[src/rtl/seg_display_driver.sv]
// ---------------------------------------------------------------------------
// seg_display_driver
//
// Converts a 16-bit unsigned result to display digits and scans four
// multiplexed seven-segment digits.
//
// Conversion: a load (accepted only while idle) captures value/hex_mode.
// This starts a 16-iteration shift-and-add-3 into five BCD digits. Hex mode
// runs the same 16 cycles, then takes the captured nibbles. The digit
// registers update on the edge where busy falls.
//
// Scan: a free-running refresh counter advances the digit index every
// REFRESH_DIV clocks. an/seg are registered from the index and digit
// registers.
//
// Ports
//   clk      in   system clock, rising edge
//   rst_n    in   asynchronous active-low reset
//   value    in   [15:0] unsigned value to display
//   load     in   capture request for value / hex_mode
//   hex_mode in   1 = hexadecimal, 0 = decimal with leading-zero blanking
//   blank    in   force all digits dark (display path only)
//   busy     out  conversion in progress
//   seg      out  [6:0] active-low segments, seg[0]=a .. seg[6]=g
//   an       out  [3:0] active-low digit enables, an[0] = rightmost digit
//   dp       out  decimal point, always off (1)
// ---------------------------------------------------------------------------
module seg_display_driver #(
  parameter int REFRESH_DIV = 100000
) (
  input  logic        clk,
  input  logic        rst_n,
  input  logic [15:0] value,
  input  logic        load,
  input  logic        hex_mode,
  input  logic        blank,
  output logic        busy,
  output logic [6:0]  seg,
  output logic [3:0]  an,
  output logic        dp
);

  localparam int CNT_W = (REFRESH_DIV > 1) ? $clog2(REFRESH_DIV) : 1;

  typedef enum logic {S_IDLE, S_CONV} state_t;

  state_t            r_state, w_state_nxt;
  logic [3:0]        r_iter;
  logic              w_start, w_last;

  logic [15:0]       r_val;
  logic              r_hex_cap;
  logic [35:0]       r_sr;        // {5 BCD digits, binary shift-in}
  logic [35:0]       w_sr_adj, w_sr_nxt;

  logic [15:0]       r_dig;
  logic              r_dig_hex;
  logic              r_dig_over;

  logic [CNT_W-1:0]  r_cnt;
  logic [1:0]        r_idx;

  logic [3:0]        w_nib;
  logic              w_lead_zero;
  logic [6:0]        w_seg_nxt;
  logic [3:0]        w_an_nxt;
  logic [6:0]        r_seg;
  logic [3:0]        r_an;

  function automatic logic [6:0] glyph(input logic [3:0] d);
    case (d)
      4'h0:    glyph = 7'b1000000;
      4'h1:    glyph = 7'b1111001;
      4'h2:    glyph = 7'b0100100;
      4'h3:    glyph = 7'b0110000;
      4'h4:    glyph = 7'b0011001;
      4'h5:    glyph = 7'b0010010;
      4'h6:    glyph = 7'b0000010;
      4'h7:    glyph = 7'b1111000;
      4'h8:    glyph = 7'b0000000;
      4'h9:    glyph = 7'b0010000;
      4'hA:    glyph = 7'b0001000;
      4'hB:    glyph = 7'b0000011;
      4'hC:    glyph = 7'b1000110;
      4'hD:    glyph = 7'b0100001;
      4'hE:    glyph = 7'b0000110;
      default: glyph = 7'b0001110;
    endcase
  endfunction

  // Add 3 to every BCD digit that is 5 or more, ahead of the shift.
  function automatic logic [35:0] dabble_adjust(input logic [35:0] sr);
    logic [35:0] res;
    res = sr;
    for (int k = 0; k < 5; k++) begin
      if (sr[16 + 4*k +: 4] >= 4'd5) begin
        res[16 + 4*k +: 4] = sr[16 + 4*k +: 4] + 4'd3;
      end
    end
    return res;
  endfunction

  // ---- conversion control ----
  always_comb begin
    w_state_nxt = r_state;
    w_start     = 1'b0;
    w_last      = 1'b0;
    case (r_state)
      S_IDLE: begin
        if (load) begin
          w_start     = 1'b1;
          w_state_nxt = S_CONV;
        end
      end
      S_CONV: begin
        if (r_iter == 4'd15) begin
          w_last      = 1'b1;
          w_state_nxt = S_IDLE;
        end
      end
      default: w_state_nxt = S_IDLE;
    endcase
  end

  always_ff @(posedge clk or negedge rst_n) begin
    if (!rst_n) begin
      r_state <= S_IDLE;
      r_iter  <= 4'd0;
    end else begin
      r_state <= w_state_nxt;
      if (w_start) begin
        r_iter <= 4'd0;
      end else if (r_state == S_CONV) begin
        r_iter <= r_iter + 4'd1;
      end
    end
  end

  assign busy = (r_state == S_CONV);

  // ---- conversion datapath ----
  assign w_sr_adj = dabble_adjust(r_sr);
  assign w_sr_nxt = w_sr_adj << 1;

  always_ff @(posedge clk) begin
    if (w_start) begin
      r_val     <= value;
      r_hex_cap <= hex_mode;
      r_sr      <= {20'd0, value};
    end else if (r_state == S_CONV) begin
      r_sr <= w_sr_nxt;
    end
  end

  // ---- displayed digit registers, written as busy falls ----
  always_ff @(posedge clk or negedge rst_n) begin
    if (!rst_n) begin
      r_dig      <= 16'd0;
      r_dig_hex  <= 1'b0;
      r_dig_over <= 1'b0;
    end else if (w_last) begin
      if (r_hex_cap) begin
        r_dig      <= r_val;
        r_dig_hex  <= 1'b1;
        r_dig_over <= 1'b0;
      end else begin
        r_dig      <= w_sr_nxt[31:16];
        r_dig_hex  <= 1'b0;
        r_dig_over <= |w_sr_nxt[35:32];
      end
    end
  end

  // ---- refresh counter and scan index ----
  always_ff @(posedge clk or negedge rst_n) begin
    if (!rst_n) begin
      r_cnt <= '0;
      r_idx <= 2'd0;
    end else if (r_cnt == CNT_W'(REFRESH_DIV - 1)) begin
      r_cnt <= '0;
      r_idx <= r_idx + 2'd1;
    end else begin
      r_cnt <= r_cnt + CNT_W'(1);
    end
  end

  // ---- digit decode and registered outputs ----
  always_comb begin
    w_nib       = r_dig[{r_idx, 2'b00} +: 4];
    // Blank this digit when it and every digit above it are zero;
    // digit 0 always shows so that a value of 0 reads "0".
    w_lead_zero = (r_idx != 2'd0) && ((r_dig >> {r_idx, 2'b00}) == 16'd0);
    w_an_nxt    = ~(4'b0001 << r_idx);
    w_seg_nxt   = glyph(w_nib);
    if (blank) begin
      w_an_nxt  = 4'b1111;
      w_seg_nxt = 7'b1111111;
    end else if (!r_dig_hex) begin
      if (r_dig_over) begin
        w_seg_nxt = 7'b0111111;
      end else if (w_lead_zero) begin
        w_seg_nxt = 7'b1111111;
      end
    end
  end

  always_ff @(posedge clk or negedge rst_n) begin
    if (!rst_n) begin
      r_seg <= 7'b1000000;
      r_an  <= 4'b1110;
    end else begin
      r_seg <= w_seg_nxt;
      r_an  <= w_an_nxt;
    end
  end

  assign seg = r_seg;
  assign an  = r_an;
  assign dp  = 1'b1;

endmodule

[config.mk]
export PLATFORM = sky130hd
export DESIGN_NAME = seg_display_driver
export DESIGN_NICKNAME = d
export VERILOG_FILES = /design/src/rtl/seg_display_driver.sv
export SDC_FILE = /design/constraint.sdc
export NUM_CORES = 1
export LEC_CHECK = 0
export CAP_MARGIN = 0
export CORE_ASPECT_RATIO = 0.9
export CORE_MARGIN = 2
export CORE_UTILIZATION = 63
export DETAILED_ROUTE_END_ITERATION = 16
export HOLD_SLACK_MARGIN = 0.03
export PLACE_DENSITY = 0.89
export SETUP_SLACK_MARGIN = 0.3
export SYNTH_ARGS = -nofsm -noshare
export SYNTH_HDL_FRONTEND = slang
export SYNTH_SLANG_ARGS = --single-unit
[constraint.sdc]
create_clock -name clk -period 4.3 [get_ports clk]
set_clock_uncertainty 0.15 [all_clocks]
set_input_delay 0.645 -clock clk [delete_from_list [all_inputs] [get_ports clk]]
set_output_delay 0.645 -clock clk [all_outputs]
set_load 0.02 [all_outputs]
==> impl_metrics.env, run 1 <==
export IMPL_status="completed"
export IMPL_grt_max_degree=54
export IMPL_syn_instance_count=439
export IMPL_ys_seq_elements=106
export IMPL_synthXorXnorAreaFrac_pct=3.99
export IMPL_critPathBufInv=1
export IMPL_tns_ps=0
export IMPL_critPathLaunchType="flip-flop"
export IMPL_die_area_um2=8750
export IMPL_grt_setup_unrepaired="no"
export IMPL_finalCritPeriodShare_pct=64.7
export IMPL_worstSetupEndpointType="flip-flop"
export IMPL_cts_setup_buffers=0
export IMPL_viasPerCell=5.82
export IMPL_p_seq_share_pct=44.0
export IMPL_synthDistinctLibCells=54
export IMPL_synth_area_mux_share_pct=10.8
export IMPL_finalHoldViolations=0
export IMPL_drv_cap=0
export IMPL_relSlewSlack_pct=37.4
export IMPL_required_ps=4350
export IMPL_worst_slew_pin_slew_ps=940
export IMPL_nets=511
export IMPL_n_antenna_cell=0
export IMPL_die_width_um=98.4
export IMPL_synth_adder_area_share_pct=5.45
export IMPL_cts_tree="done"
export IMPL_cellLeakagePower_nw=2.42
export IMPL_cts_buffer_depth=2
export IMPL_first_pass_iters=4
export IMPL_crit_chain="mux4_1, inv_1, ha_1, and4b_1, a211oi_1, o221ai_1"
export IMPL_syn_area_um2=5050
export IMPL_fin_util_pct=73.7
export IMPL_cts_sinks=106
export IMPL_syn_nets=482
export IMPL_dieHeight_um=88.9
export IMPL_fmax_mhz=359
export IMPL_p_sw_w=0.00135
export IMPL_hold_path_class="primary input to asynchronous set/reset pin"
export IMPL_critPathTopFamily="compound AO/OA/AOI/OAI gates"
export IMPL_num_rows=30
export IMPL_start_util_pct=65.9
export IMPL_yosysWarnings=0
export IMPL_synth_compound_area_share_pct=9.61
export IMPL_grt_overflow=0
export IMPL_cts_buffers=9
export IMPL_synth_edf_count=33
export IMPL_synth_seq_area_share_pct=53.9
export IMPL_grt_pass1_vias=3402
export IMPL_area_growth_pct=11.7
export IMPL_placed_cell_area_um2=5430
export IMPL_routabilityCongestion=0.882
export IMPL_place_hpwl_um=6440
export IMPL_crit_type="flip-flop to flip-flop"
export IMPL_ios=34
export IMPL_clock_latency_ps=370
export IMPL_ys_flop_type="dfrtp_1"
export IMPL_async_flop_share_pct=50.0
export IMPL_setup_viol=0
export IMPL_slowest_stage="dfrtp_1"
export IMPL_antenna_found_initial=0
export IMPL_avgSynthCellArea_um2=11.5
export IMPL_finalInstanceArea_um2=5640
export IMPL_cts_repair_resized=0
export IMPL_synth_top_family_by_area="simple AND/OR/NAND/NOR gates"
export IMPL_drt_iter0_drc=152
export IMPL_cellPowerDensity_nw_per_um2=652
export IMPL_grt_usage_pct=22.6
export IMPL_power_w=0.00368
export IMPL_cp_data_arrival_time_ps=2830
export IMPL_worst_path_max_fanout=11
export IMPL_clock_power_share_pct=17.6
export IMPL_swShare_pct=36.6
export IMPL_p_int_w=0.00233
export IMPL_ir_drop_mv=0.333
export IMPL_vias=3313
export IMPL_ctsRootBufferMaster="clkbuf_8"
export IMPL_ctsHoldBuffers=0
export IMPL_finalMaxSlewViolations=0
export IMPL_coreArea_um2=7660
export IMPL_port_buffers=32
export IMPL_h_tree_depth=3
export IMPL_hold_slack_ps=227
export IMPL_drc=0
export IMPL_ant_nets=0
export IMPL_wl_per_cell_um=15.9
export IMPL_routed_wirelength_um=9060
export IMPL_min_period_ps=2780
export IMPL_yosys_area_share_simple_pct=13.0
export IMPL_grt_pass1_wl_um=15800
export IMPL_clkTransAtPathRegs_ps=110
export IMPL_combPwrFrac_pct=38.4
export IMPL_drive_above_1_share_pct=11.6
export IMPL_slowest_delay_ps=540
[power by group through the flow]
stage	Clock [W]	Sequential [W]	Combinational [W]
6_report	0.000647	0.00162	0.00142
5_1_grt	0.000695	0.00166	0.00159
4_1_cts	0.000659	0.00162	0.00142
3_5_place_dp	0	0.00163	0.00141
3_3_place_gp	0	0.00162	0.00132
2_1_floorplan	0	0.00159	0.00105
[per-stage QoR]
step	instances	setup WS (ps)
after floorplan	439	1550
after global placement	553	1440
after detailed placement	553	1370
after CTS	569	1540
after global routing	569	1360
final	569	1520
[registers in the layout, indices dropped and copies added (netlist names)]
signal	flops
r_hex_cap	1
an	4
r_dig_over	1
seg	7
r_val	16
busy	1
r_idx	2
r_dig_hex	1
r_cnt	17
r_iter	4
r_dig	16
r_sr	36
[kinds of logic after synthesis]
group                    after synthesis
adder cells (fa/ha/maj)               22
AO/OA/AOI/OAI                         74
buffers and inverters                 36
other                                  1
multiplexers                          45
AND/OR/NAND/NOR                      132
XOR/XNOR                              23
flip-flops                           106
[cell usage in the layout, fill, tap and decap left out, drive strengths merged, types with 4 or more instances in the layout]
cell           netlist  layout
mux2                22      22
xnor2               13      13
a21oi                9       9
nor3b                5       5
dfxtp               20      20
nand3                7       7
o31ai               10      10
mux2i               19      19
nor2b                4       4
dfstp                4       4
inv                 17      20
edfxtp              33      33
nor2                19      19
nand2               54      54
clkdlybuf4s50        0      31
mux4                 4       4
and3                 4       4
a22o                 8       8
xor2                10      10
o21ai               29      29
nor3                 4       4
nand2b              19      19
buf                  6       6
dfrtp               49      49
clkbuf              13       9
ha                  22      22
[layer usage]
metal	track usage [%]	part of all wire, %
met1	28.5	43
met2	39.8	51
met3	5.47	3.5
met4	6.23	1.9
met5	0	0
[Yosys cell counts, drive strengths merged, types with 17 or more instances]
library cell | count | area share, %
dfxtp | 20 | 7.9
edfxtp | 33 | 20
mux2i | 19 | 3.8
ha | 22 | 5.5
dfrtp | 49 | 24
nand2 | 54 | 4.0
o21ai | 29 | 2.9
inv | 17 | 1.3
nor2 | 19 | 1.5
nand2b | 19 | 2.4
mux2 | 22 | 5.0
[layout make-up]
type | count | area [um2]
Tap cell | 96 | 120
Clock inverter | 7 | 92.6
Sequential cell | 106 | 2720
Inverter | 17 | 63.8
Fill cell | 496 | 2010
Clock buffer | 9 | 124
Timing Repair Buffer | 37 | 353
Multi-Input combinational cell | 297 | 2170
[final timing paths]
kind / from / endpoint / slack [ps] / depth (start not counted)
setup / recovery: r_idx[0] / seg[4] / 1520 / 6
hold / removal: rst_n / r_cnt[2] / 230 / 2
setup reg to reg: r_idx[0] / seg[4] / 1520 / 6
hold reg to reg: r_dig[1] / r_dig[1] / 350 / 2
max in group asynchronous: rst_n / r_dig[10] / 3350 / 2
min in group clk: r_dig[1] / r_dig[1] / 350 / 2
No activity file was read; power rests on OpenSTA's default activity.
==> inputs of run 2 (changes only) <==
--- a/config.mk
+++ b/config.mk
@@ -8,10 +8,10 @@
 export CAP_MARGIN = 0
 export CORE_ASPECT_RATIO = 0.9
 export CORE_MARGIN = 2
-export CORE_UTILIZATION = 63
+export CORE_UTILIZATION = 59
 export DETAILED_ROUTE_END_ITERATION = 16
 export HOLD_SLACK_MARGIN = 0.03
-export PLACE_DENSITY = 0.89
+export PLACE_DENSITY = 0.85
 export SETUP_SLACK_MARGIN = 0.3
 export SYNTH_ARGS = -nofsm -noshare
 export SYNTH_HDL_FRONTEND = slang
==> constraint.sdc (replaced) <==
create_clock -name clk -period 2.8 [get_ports clk]
set_clock_uncertainty 0.15 [all_clocks]
set_input_delay 0.42 -clock clk [delete_from_list [all_inputs] [get_ports clk]]
set_output_delay 0.42 -clock clk [all_outputs]
set_load 0.02 [all_outputs]
==> run 2 against run 1 <==
Against the previous run: critical path depth unchanged; wire length increased by 1.8%; sequential share of layout area decreased by 0.53 points; sequential power increased by 52%; utilization decreased by 6.2 points; non-clock buffer count increased by 4; cell area increased by 1.1%; global-route usage decreased by 1.7 points; combinational power increased by 53%; register-to-register slack got worse by 1100 ps; clock power increased by 45%; critical path type unchanged.
==> impl_metrics.env, run 2 (synthesis results as in run 1) <==
export IMPL_largest_reg_flops=36
export IMPL_grt_pass1_wl_um=15200
export IMPL_r2r_end="seg[4]"
export IMPL_required_ps=2880
export IMPL_cts_sinks=106
export IMPL_cellLeakagePower_nw=2.43
export IMPL_worstSetupEndpointType="flip-flop"
export IMPL_drive_above_1_share_pct=12.4
export IMPL_routed_wirelength_um=9220
export IMPL_vias=3327
export IMPL_crit_type="flip-flop to flip-flop"
export IMPL_grt_setup_unrepaired="no"
export IMPL_die_width_um=102
export IMPL_hold_path_class="primary input to asynchronous set/reset pin"
export IMPL_ctsRootBufferMaster="clkbuf_8"
export IMPL_fmax_mhz=428
export IMPL_top_regs="r_sr: 36 flops, r_cnt: 17 flops"
export IMPL_startpoint="r_idx[0]"
export IMPL_hold_slack_ps=333
export IMPL_viasPerCell=5.58
export IMPL_cts_tree="done"
export IMPL_min_period_ps=2330
export IMPL_start_util_pct=59.8
export IMPL_critPathLaunchType="flip-flop"
export IMPL_drt_iter0_drc=205
export IMPL_grt_max_degree=36
export IMPL_ios=34
export IMPL_clkTransAtPathRegs_ps=110
export IMPL_finalMaxSlewViolations=0
export IMPL_status="completed"
export IMPL_num_rows=32
export IMPL_cellPowerDensity_nw_per_um2=977
export IMPL_place_hpwl_um=6510
export IMPL_drv_cap=0
export IMPL_cts_buffer_depth=2
export IMPL_power_w=0.00558
export IMPL_cts_setup_buffers=0
export IMPL_cp_data_arrival_time_ps=2420
export IMPL_cts_buffers=9
export IMPL_grt_overflow=0
export IMPL_final_common_cell="nand2_1"
export IMPL_first_pass_iters=4
export IMPL_fill_cells=610
export IMPL_finalCritPeriodShare_pct=83.4
export IMPL_finalHoldViolations=0
export IMPL_worst_slew_pin_slew_ps=1000
export IMPL_area_growth_pct=13.0
export IMPL_antenna_found_initial=0
export IMPL_n_antenna_cell=0
export IMPL_coreArea_um2=8450
export IMPL_endpoint="seg[4]"
export IMPL_worst_path_max_fanout=6
export IMPL_top_register="r_sr"
export IMPL_relSlewSlack_pct=33.3
export IMPL_tns_ps=0
export IMPL_rrSetupSlack_ps=470
export IMPL_ir_drop_mv=0.502
export IMPL_rr_worst_depth=6
export IMPL_layout_common_cells="54 x nand2_1, 49 x dfrtp_1, 33 x edfxtp_1"
export IMPL_clock_latency_ps=380
export IMPL_drc=0
export IMPL_grt_usage_pct=20.9
export IMPL_h_tree_depth=3
export IMPL_port_buffers=32
export IMPL_grt_pass1_vias=3266
export IMPL_die_area_um2=9320
export IMPL_dieHeight_um=91.8
export IMPL_routabilityCongestion=0.804
export IMPL_r2r_start="r_idx[0]"
export IMPL_nets=515
export IMPL_ant_nets=0
export IMPL_wl_per_cell_um=15.5
export IMPL_setup_viol=0
==> run 2: worst max-delay path: stages (launching register included) <==
cell and delay [ps]:
dfrtp_1 420, mux4_1 450, inv_1 140, ha_1 240, and4b_1 240, a211oi_2 350
o221ai_1 190
==> run 2: worst min-delay path by stage <==
stage / from / end / slack (ps)
after global routing: rst_n / r_cnt[5] / 350
final: rst_n / r_iter[1] / 330
after global placement: rst_n / r_cnt[5] / 180
after detailed placement: rst_n / r_cnt[2] / 190
after floorplan: rst_n / an[0] / -30
after CTS: rst_n / r_iter[1] / 320
==> run 2: timing repair <==
action,CTS,global route
resized for setup,1,0
endpoints found under the setup margin,3,0
hold buffers,1,0
hold endpoints to repair,13,0
==> run 2: area by class of cell <==
class                           count  area [um2]  area share (%)
Clock buffer                        9         124            2.17
Clock inverter                      7        76.3            1.34
Inverter                           17        63.8            1.12
Multi-Input combinational cell    297        2170            38.1
Sequential cell                   106        2720            47.7
Tap cell                          119         149            2.61
Timing Repair Buffer               41         398            6.97
==> run 2: routing by layer <==
layer | track usage (%) | share of wire [%]
met1 | 27.0 | 44
met2 | 34.9 | 51
met3 | 4.34 | 3.0
met4 | 7.21 | 1.8
met5 | 0 | 0
==> run 2: metrics by stage <==
stage          cells  utilization (%)  area, um2  worst slack (ps)
6_report         596             67.5       5710               465
5_1_grt          596             67.5       5710               324
3_5_place_dp     579             65.0       5490               289
2_1_floorplan    439                -       5060               392
3_3_place_gp     579             65.0       5490               377
4_1_cts          596             67.5       5710               467
==> run 2: power breakdown <==
group	total (W)	internal (W)	switching (W)	leakage, nW
logic	0.00217	0.00103	0.00114	1.17
registers	0.00247	0.00212	0.000345	1.16
clock network	0.000940	0.000358	0.000582	0.103
total	0.00558	0.00351	0.00207	2.43
==> inputs of run 3 (changes only) <==
==> constraint.sdc (replaced) <==
create_clock -name clk -period 2.4 [get_ports clk]
set_clock_uncertainty 0.15 [all_clocks]
set_input_delay 0.36 -clock clk [delete_from_list [all_inputs] [get_ports clk]]
set_output_delay 0.36 -clock clk [all_outputs]
set_load 0.02 [all_outputs]
==> run 3 against run 2 <==
Against the previous run: largest power group unchanged; total power rose by 16%; highest routed layer unchanged; flip-flop and latch count unchanged; maximum frequency rose by 11%; cell count is 2.2% higher; worst hold slack better by 10 ps; setup slack got worse by 180 ps.
==> impl_metrics.env, run 3 (synthesis results as in run 1) <==
export IMPL_status="completed"
export IMPL_worst_slew_pin_slew_ps=640
export IMPL_cts_tree="done"
export IMPL_grt_overflow=0
export IMPL_port_buffers=32
export IMPL_num_rows=32
export IMPL_min_delay_start="r_dig_over"
export IMPL_ant_nets=0
export IMPL_hold_path_class="flip-flop to flip-flop"
export IMPL_swShare_pct=35.8
export IMPL_finalMaxSlewViolations=0
export IMPL_final_common_cell="nand2_1"
export IMPL_tns_ps=0
export IMPL_worstSetupEndpointType="flip-flop"
export IMPL_place_hpwl_um=6230
export IMPL_routabilityCongestion=0.863
export IMPL_layout_common_cells="54 x nand2_1, 47 x dfrtp_1, 33 x edfxtp_1"
export IMPL_top_regs="r_sr: 36 flops, r_cnt: 17 flops"
export IMPL_cts_buffers=9
export IMPL_cellPowerDensity_nw_per_um2=1120
export IMPL_critPathLaunchType="flip-flop"
export IMPL_finalHoldViolations=0
export IMPL_fmax_mhz=474
export IMPL_cellLeakagePower_nw=2.46
export IMPL_ios=34
export IMPL_r2r_start="r_idx[0]"
export IMPL_ir_drop_mv=0.638
export IMPL_ctsRootBufferMaster="clkbuf_8"
export IMPL_vias=3387
export IMPL_first_pass_iters=5
export IMPL_worst_path_stages=6
export IMPL_required_ps=2470
export IMPL_cts_sinks=106
export IMPL_startpoint="r_idx[0]"
export IMPL_endpoint="seg[2]"
export IMPL_viasPerCell=5.56
export IMPL_critPathBufInv=1
export IMPL_rrSetupSlack_ps=290
export IMPL_clock_latency_ps=360
export IMPL_grt_setup_unrepaired="yes"
export IMPL_h_tree_depth=3
export IMPL_drv_cap=0
export IMPL_nets=528
export IMPL_cts_buffer_depth=2
export IMPL_top_register="r_sr"
export IMPL_antenna_found_initial=0
export IMPL_crit_chain="mux4_2, inv_4, ha_4, and4b_2, a211oi_4, o221ai_1"
export IMPL_fill_cells=619
export IMPL_wl_per_cell_um=14.6
export IMPL_start_util_pct=59.8
export IMPL_min_period_ps=2110
export IMPL_p_sw_w=0.00232
export IMPL_drive_above_1_share_pct=15.7
export IMPL_cp_data_arrival_time_ps=2180
export IMPL_routed_wirelength_um=8900
export IMPL_p_seq_share_pct=44.5
export IMPL_p_int_w=0.00416
export IMPL_rr_worst_depth=6
export IMPL_n_antenna_cell=0
export IMPL_clkTransAtPathRegs_ps=90
export IMPL_relSlewSlack_pct=57.3
export IMPL_setup_viol=0
export IMPL_largest_reg_flops=36
export IMPL_die_area_um2=9320
export IMPL_clock_power_share_pct=14.5
export IMPL_drt_iter0_drc=190
export IMPL_grt_pass1_wl_um=15700
export IMPL_critPathTopFamily="compound AO/OA/AOI/OAI gates"
export IMPL_die_width_um=102
export IMPL_grt_pass1_vias=3482
export IMPL_worst_path_max_fanout=6
export IMPL_r2r_end="seg[2]"
export IMPL_area_growth_pct=14.6
export IMPL_combPwrFrac_pct=41.0
export IMPL_finalCritPeriodShare_pct=88.0
export IMPL_drc=0
export IMPL_grt_max_degree=54
export IMPL_slowest_delay_ps=450
export IMPL_grt_usage_pct=21.3
export IMPL_slowest_stage="dfrtp_2"
export IMPL_dieHeight_um=91.8
export IMPL_coreArea_um2=8450
export IMPL_crit_type="flip-flop to flip-flop"
export IMPL_hold_slack_ps=344
-- run 3: cell types whose count changed in the layout (fill, tap and decap cells not counted), moves of 2 or more --
cell        change
dfrtp_1         -2
buf_4          +13
mux4_1          -2
clkinvlp_4      +2
inv_8           -3
inv_1           -2
mux4_2          +2
dfrtp_2         +2
ha_1            -2
clkinv_1        +2
inv_6           -2
clkbuf_1        +2
-- run 3: power by group through the flow --
stage | Sequential [W] | Combinational, W | Clock (W)
6_report | 0.00289 | 0.00266 | 0.000938
3_5_place_dp | 0.00291 | 0.00253 | 0
3_3_place_gp | 0.00287 | 0.00239 | 0
2_1_floorplan | 0.00286 | 0.00190 | 0
4_1_cts | 0.00288 | 0.00262 | 0.000969
5_1_grt | 0.00296 | 0.00300 | 0.00104
-- run 3: layout make-up --
cell class / count / area [um2] / area share (%)
multi-input combinational: 297 / 2190 / 37.8
sequential: 106 / 2730 / 47.1
clock inverter: 5 / 31.3 / 0.541
clock buffer: 11 / 131 / 2.27
inverter: 17 / 66.3 / 1.15
timing repair buffer: 54 / 495 / 8.56
tap: 119 / 149 / 2.57
-- run 3: repair_timing --
action                     4_1_cts  5_1_grt
hold endpoints to repair        49        0
setup endpoints to repair        7        8
hold buffers                     1        0
buffers inserted                 9        2
resized for setup                5        2
pin swaps                        2        1
-- run 3: worst min-delay path by stage --
stage | slack (ps) | endpoint | depth (start not counted)
detailed placement | 320 | r_dig_over | 1
global placement | 320 | r_dig_over | 1
floorplan | -90 | an[0] | 0
CTS | 350 | r_dig_over | 1
global route | 370 | r_cnt[13] | 1
finish | 340 | r_dig_over | 1
-- run 3: per-layer routing --
metal  up-vias  GRT usage, %  routed length, um
met5         -             0                  0
met4         0          7.21                124
met3        15          4.73                275
met2        67          35.1               4330
met1      1662          27.8               4160
li1       1643             -                  -
-- run 3: stage by stage --
step | instances | setup slack [ps] | utilization [%] | area, um2 | power [W]
after global routing | 609 | 191 | 68.5 | 5790 | 0.00700
after CTS | 607 | 298 | 68.3 | 5770 | 0.00647
after detailed placement | 581 | 123 | 65.3 | 5520 | 0.00544
after floorplan | 439 | 262 | - | 5060 | 0.00476
after global placement | 581 | 202 | 65.3 | 5520 | 0.00527
final | 609 | 288 | 68.5 | 5790 | 0.00649
